===== config.mk =====
export PLATFORM = sky130hd
export DESIGN_NAME = stream_fifo_burst_arbiter
export DESIGN_NICKNAME = d
export VERILOG_FILES = /design/src/rtl/stream_fifo_burst_arbiter.sv
export SDC_FILE = /design/constraint.sdc
export NUM_CORES = 1
export LEC_CHECK = 0
export BUFFER_PORTS_ARGS = -buffer_cell sky130_fd_sc_hd__buf_2
export CAP_MARGIN = 20
export CORE_ASPECT_RATIO = 0.5
export CORE_MARGIN = 2
export CORE_UTILIZATION = 28
export DETAILED_ROUTE_END_ITERATION = 7
export GPL_TIMING_DRIVEN = 0
export PLACE_DENSITY_LB_ADDON = 0.12
export SYNTH_ARGS = -nofsm -noshare
export SYNTH_HDL_FRONTEND = slang
export SYNTH_SLANG_ARGS = --single-unit

===== constraint.sdc =====
create_clock -name ap_clk -period 1.2 [get_ports ap_clk]
set_input_delay 0.18 -clock ap_clk [delete_from_list [all_inputs] [get_ports ap_clk]]
set_output_delay 0.18 -clock ap_clk [all_outputs]
set_load 0.05 [all_outputs]

===== src/rtl/stream_fifo_burst_arbiter.sv =====
// Burst round-robin arbiter feeding one FIFO write port from two streams.
// Ports: ap_clk/ap_rst_n, in0_V_*/in1_V_* sources, fifo_count, out_V_* sink, grant, busy.
module stream_fifo_burst_arbiter #(
    parameter int WIDTH = 72,
    parameter int DEPTH = 1152,
    parameter int CNT_W = 11,
    parameter int BURST = 9
) (
    input  logic             ap_clk,
    input  logic             ap_rst_n,
    input  logic [WIDTH-1:0] in0_V_TDATA,
    input  logic             in0_V_TVALID,
    output logic             in0_V_TREADY,
    input  logic [WIDTH-1:0] in1_V_TDATA,
    input  logic             in1_V_TVALID,
    output logic             in1_V_TREADY,
    input  logic [CNT_W-1:0] fifo_count,
    output logic [WIDTH-1:0] out_V_TDATA,
    output logic             out_V_TVALID,
    input  logic             out_V_TREADY,
    output logic [1:0]       grant,
    output logic             busy
);

    localparam int BW = (BURST > 1) ? $clog2(BURST) : 1;

    typedef enum logic {
        S_IDLE,
        S_BURST
    } state_t;

    state_t          state, state_nx;
    logic [BW-1:0]   beat_cnt, beat_nx;
    logic            last, last_nx;
    logic            sel, sel_nx;

    logic [CNT_W:0]  need;
    logic            room;
    logic            elig0, elig1;
    logic            xfer, done;

    // One extra bit keeps count + BURST from wrapping.
    assign need  = {1'b0, fifo_count} + (CNT_W+1)'(BURST);
    assign room  = (need <= (CNT_W+1)'(DEPTH));
    assign elig0 = in0_V_TVALID & room;
    assign elig1 = in1_V_TVALID & room;
    assign xfer  = out_V_TVALID & out_V_TREADY;
    assign done  = xfer && (beat_cnt == BW'(BURST-1));

    always_ff @(posedge ap_clk) begin
        if (!ap_rst_n) begin
            state    <= S_IDLE;
            beat_cnt <= '0;
            last     <= 1'b1;
            sel      <= 1'b0;
        end else begin
            state    <= state_nx;
            beat_cnt <= beat_nx;
            last     <= last_nx;
            sel      <= sel_nx;
        end
    end

    always_comb begin
        state_nx = state;
        beat_nx  = beat_cnt;
        last_nx  = last;
        sel_nx   = sel;
        unique case (state)
            S_IDLE: begin
                if (elig0 | elig1) begin
                    state_nx = S_BURST;
                    beat_nx  = '0;
                    // On a tie the requester that did not go last wins.
                    sel_nx   = (elig0 & elig1) ? ~last : elig1;
                end
            end
            S_BURST: begin
                if (done) begin
                    state_nx = S_IDLE;
                    beat_nx  = '0;
                    last_nx  = sel;
                end else if (xfer) begin
                    beat_nx = beat_cnt + BW'(1);
                end
            end
        endcase
    end

    always_comb begin
        out_V_TDATA  = in0_V_TDATA;
        out_V_TVALID = 1'b0;
        in0_V_TREADY = 1'b0;
        in1_V_TREADY = 1'b0;
        grant        = 2'b00;
        busy         = 1'b0;
        if (state == S_BURST) begin
            busy         = 1'b1;
            grant        = sel ? 2'b10 : 2'b01;
            out_V_TDATA  = sel ? in1_V_TDATA : in0_V_TDATA;
            out_V_TVALID = sel ? in1_V_TVALID : in0_V_TVALID;
            in0_V_TREADY = ~sel & out_V_TREADY;
            in1_V_TREADY = sel & out_V_TREADY;
        end
    end

endmodule


==> metrics.txt <==
post-synth top area share=0.6195; cell internal pwr=1.453 mW; setup TNS=-37.07 ns; crit path DAT=1.54 ns; final setup margin=-0.5192 ns; Setup WS pre-CTS=-0.3465 ns; dpl hpwl=5527 um; Tot Pwr=2.490 mW; post-synth top area cell=mux2_4; failing checks=negative setup slack; CP endpoint kind=output pin; Remaining Overflow, GRT=0; Vias/cell=4.564; via count of the routed design=around 2100; Final Setup Violations=slightly above 80; Slowest-stage cell, CP=dfxtp_4; port buffer count=234; Clock Skews=0.002825 ns; die width=114.1 um; post-synthesis cell count=132; layout net count=544; min Tclk post-route=1.719 ns; critical path buffer and inverter count=3; mux share of post-synthesis cell area=0.6512; adder and majority cell fraction of the synthesized area=0.01475; DR WL/cell=16.17 um; drc violations=0; power share of the combinational group=0.672; largest net degree at the start of global routing=11; Core Area=between 5000 and 6000 um2; period utilisation layout=1.433; max incr delay on CP=between 0.3 and 0.4 ns; H-tree depth reported by CTS=1; worst min path class=in2reg; crit-path max FO=10; Req. time, crit path=around 1 ns; number of hold violations in the final report=0; Clk network pwr share=0.230; Layout area overhead=123.2%; post-synthesis xor/xnor area fraction=0; critical path's most frequent cell=buf_12; initial antenna violation count=0; leakage=a little under 2 nW; Syn Area/Cell=~13 um2; PD cells=657.6 nW/um2; 1st-iter DRT viols=72; first-pass GRT wire length=approximately 10000 um; Syn Nets=294; Synth Area in Simple Gates=0.09145; main combinational cell family by area after synthesis=multiplexers; Max Slew Vio Count=0; crit start category=register; CTS tree=done; share of layout cells above drive strength 1=0.9108; placed cell area=between 2000 and 3000 um2; die height=between 50 and 60 um; RSZ-0062 raised after global routing=true; die area=6736 um2; peak supply drop=0.0008117 V; post-route cell area=3786 um2; worst-case clock buffer depth=2; top cell family by delay on the critical path=buffers and inverters; clock root buffer=clkbuf_16; worst-path cell chain=and2_4 > buf_12 > buf_12 > mux2_4 > buf_6; MaxCap Viol Count=0; Sink Count=7; antenna cells=0; Slew HR=0.5304; hold path start=in1_V_TVALID; CTS buffer count=3; post-synthesis compound-gate area fraction=0.05383; Post-DRT Antenna Nets=0; Final Wtd Congestion=0.8204; Starting Density=0.2999; Routed WL=7339 um; sequential share of the synthesized area=0.08260; Netlist cell types=31; Flop pwr share=0.099; largest cells by area after synthesis=mux2_4 62%, buf_12 9.4%, dfxtp_1 8.3%; Switch Pwr=1.036 mW; RR Startpoint=sel; Worst Hold Slack=0.2387 ns; Syn. warnings=0; Net Sw Frac=0.4162; crit path kind=reg2out; site row count=19; IO Pins=238; First-pass DRT Iterations=4; GRT Util Overall=0.1891; Worst-Skew Late Latency=0.23 ns; number of global-route vias before repair=approximately 2200; Clk pin slew, worst setup/hold paths=about 0.03 ns; Syn Std Cell Area=1697 um2; Critical path origin=sel; Yosys reg bits=7; Tightest Pin Transition=0.6982 ns; outcome=finished with violations; fmax=581.7 MHz
[flip-flops by register name, summed over array words and instances (netlist names)]
name / count
beat_cnt: 4
last: 1
sel: 1
state: 1
[worst paths after layout]
check                     to  slack, ns  cells after the start
min reg2reg             last       0.47                      2
min                      sel       0.24                      3
max          out_V_TDATA[66]      -0.52                      5
max reg2reg      beat_cnt[3]      -0.20                      6
[layout by cell type, fill, tap and decap left out]
cell type / netlist / final
buf_6: 0 / 69
nand3_1: 4 / 4
nor2_4: 0 / 1
buf_12: 8 / 8
nor3b_1: 1 / 1
buf_8: 0 / 10
nand4_1: 4 / 4
inv_6: 0 / 1
nand3_4: 0 / 1
inv_1: 4 / 2
buf_16: 0 / 2
and3_4: 0 / 2
nor2b_1: 1 / 1
clkbuf_1: 0 / 1
a21boi_0: 1 / 1
mux2_4: 70 / 73
and3b_2: 0 / 1
mux2i_1: 2 / 2
nand4b_1: 1 / 1
a31oi_4: 1 / 1
dfxtp_1: 7 / 4
o21ai_1: 1 / 2
nand2_1: 5 / 5
o32ai_2: 1 / 1
buf_2: 1 / 158
dfxtp_2: 0 / 1
clkbuf_16: 0 / 5
inv_2: 0 / 1
o211ai_1: 1 / 1
o2111ai_1: 1 / 1
ha_1: 2 / 2
nor2_2: 0 / 1
nor3_1: 1 / 1
buf_4: 0 / 5
o211ai_4: 0 / 1
o21a_1: 1 / 1
and2_4: 1 / 3
dfxtp_4: 0 / 2
[layer usage]
metal	up-vias	track usage	wire length, um
li1	997	-	-
met1	983	0.2056	2610
met2	76	0.3827	4184
met3	16	0.02965	367
met4	0	0.06272	176
met5	-	0	0
[power groups by stage]
| stage | Sequential [mW] | Clock, mW | Combinational, mW |
|---|---|---|---|
| after floorplan | 0.264 | 0 | 0.916 |
| after global placement | 0.254 | 0 | 1.33 |
| after detailed placement | 0.254 | 0 | 1.34 |
| after CTS | 0.246 | 0.578 | 1.65 |
| after global routing | 0.246 | 0.595 | 1.73 |
| final | 0.245 | 0.572 | 1.67 |
[kinds of logic (layout without fill, tap and decap cells)]
| group | after synthesis | after routing |
|---|---|---|
| flops | 7 | 7 |
| buf+inv | 13 | 262 |
| fa+ha+maj | 2 | 2 |
| compound gates | 9 | 9 |
| mux | 75 | 75 |
| simple gates | 26 | 26 |
[final cells by class]
| type | count | area [um2] |
|---|---|---|
| sequential | 7 | 148.9 |
| inverter | 4 | 20.02 |
| timing repair buffer | 245 | 1856 |
| tap | 73 | 91.34 |
| multi-input combinational | 112 | 1426 |
| buffer | 9 | 165.2 |
| fill | 451 | 1872 |
| clock buffer | 4 | 78.83 |
[through the flow]
step / utilization / cells
CTS: 0.6555 / 451
detailed placement: 0.5263 / 439
finish: 0.6692 / 454
global route: 0.6692 / 454
global placement: 0.5263 / 439
floorplan: - / 132
[worst reg2reg max path, stage by stage, from the launching register on]
cell	delay, ns
dfxtp_4	0.34
buf_4	0.15
mux2_4	0.30
buf_6	0.14
a31oi_4	0.19
nand4_1	0.11
o211ai_1	0.10
[what timing repair did]
action                     CTS  global route
resized for setup          176             7
hold buffers                 0             0
setup buffers                6             2
setup endpoints to repair   84            83
cloned                       2             2
pin swaps                   10             4
[cells in the mapped netlist (all sizes together)]
library cell  instances
a21boi                1
a31oi                 1
and2                  3
and3                  2
and3b                 1
buf                   9
dfxtp                 7
ha                    2
inv                   4
mux2                 73
mux2i                 2
nand2                 5
nand3                 5
nand4                 4
nand4b                1
nor2                  2
nor2b                 1
nor3                  1
nor3b                 1
o2111ai               1
o211ai                2
o21a                  1
o21ai                 2
o32ai                 1
No activity file was read; power rests on OpenSTA's default activity.
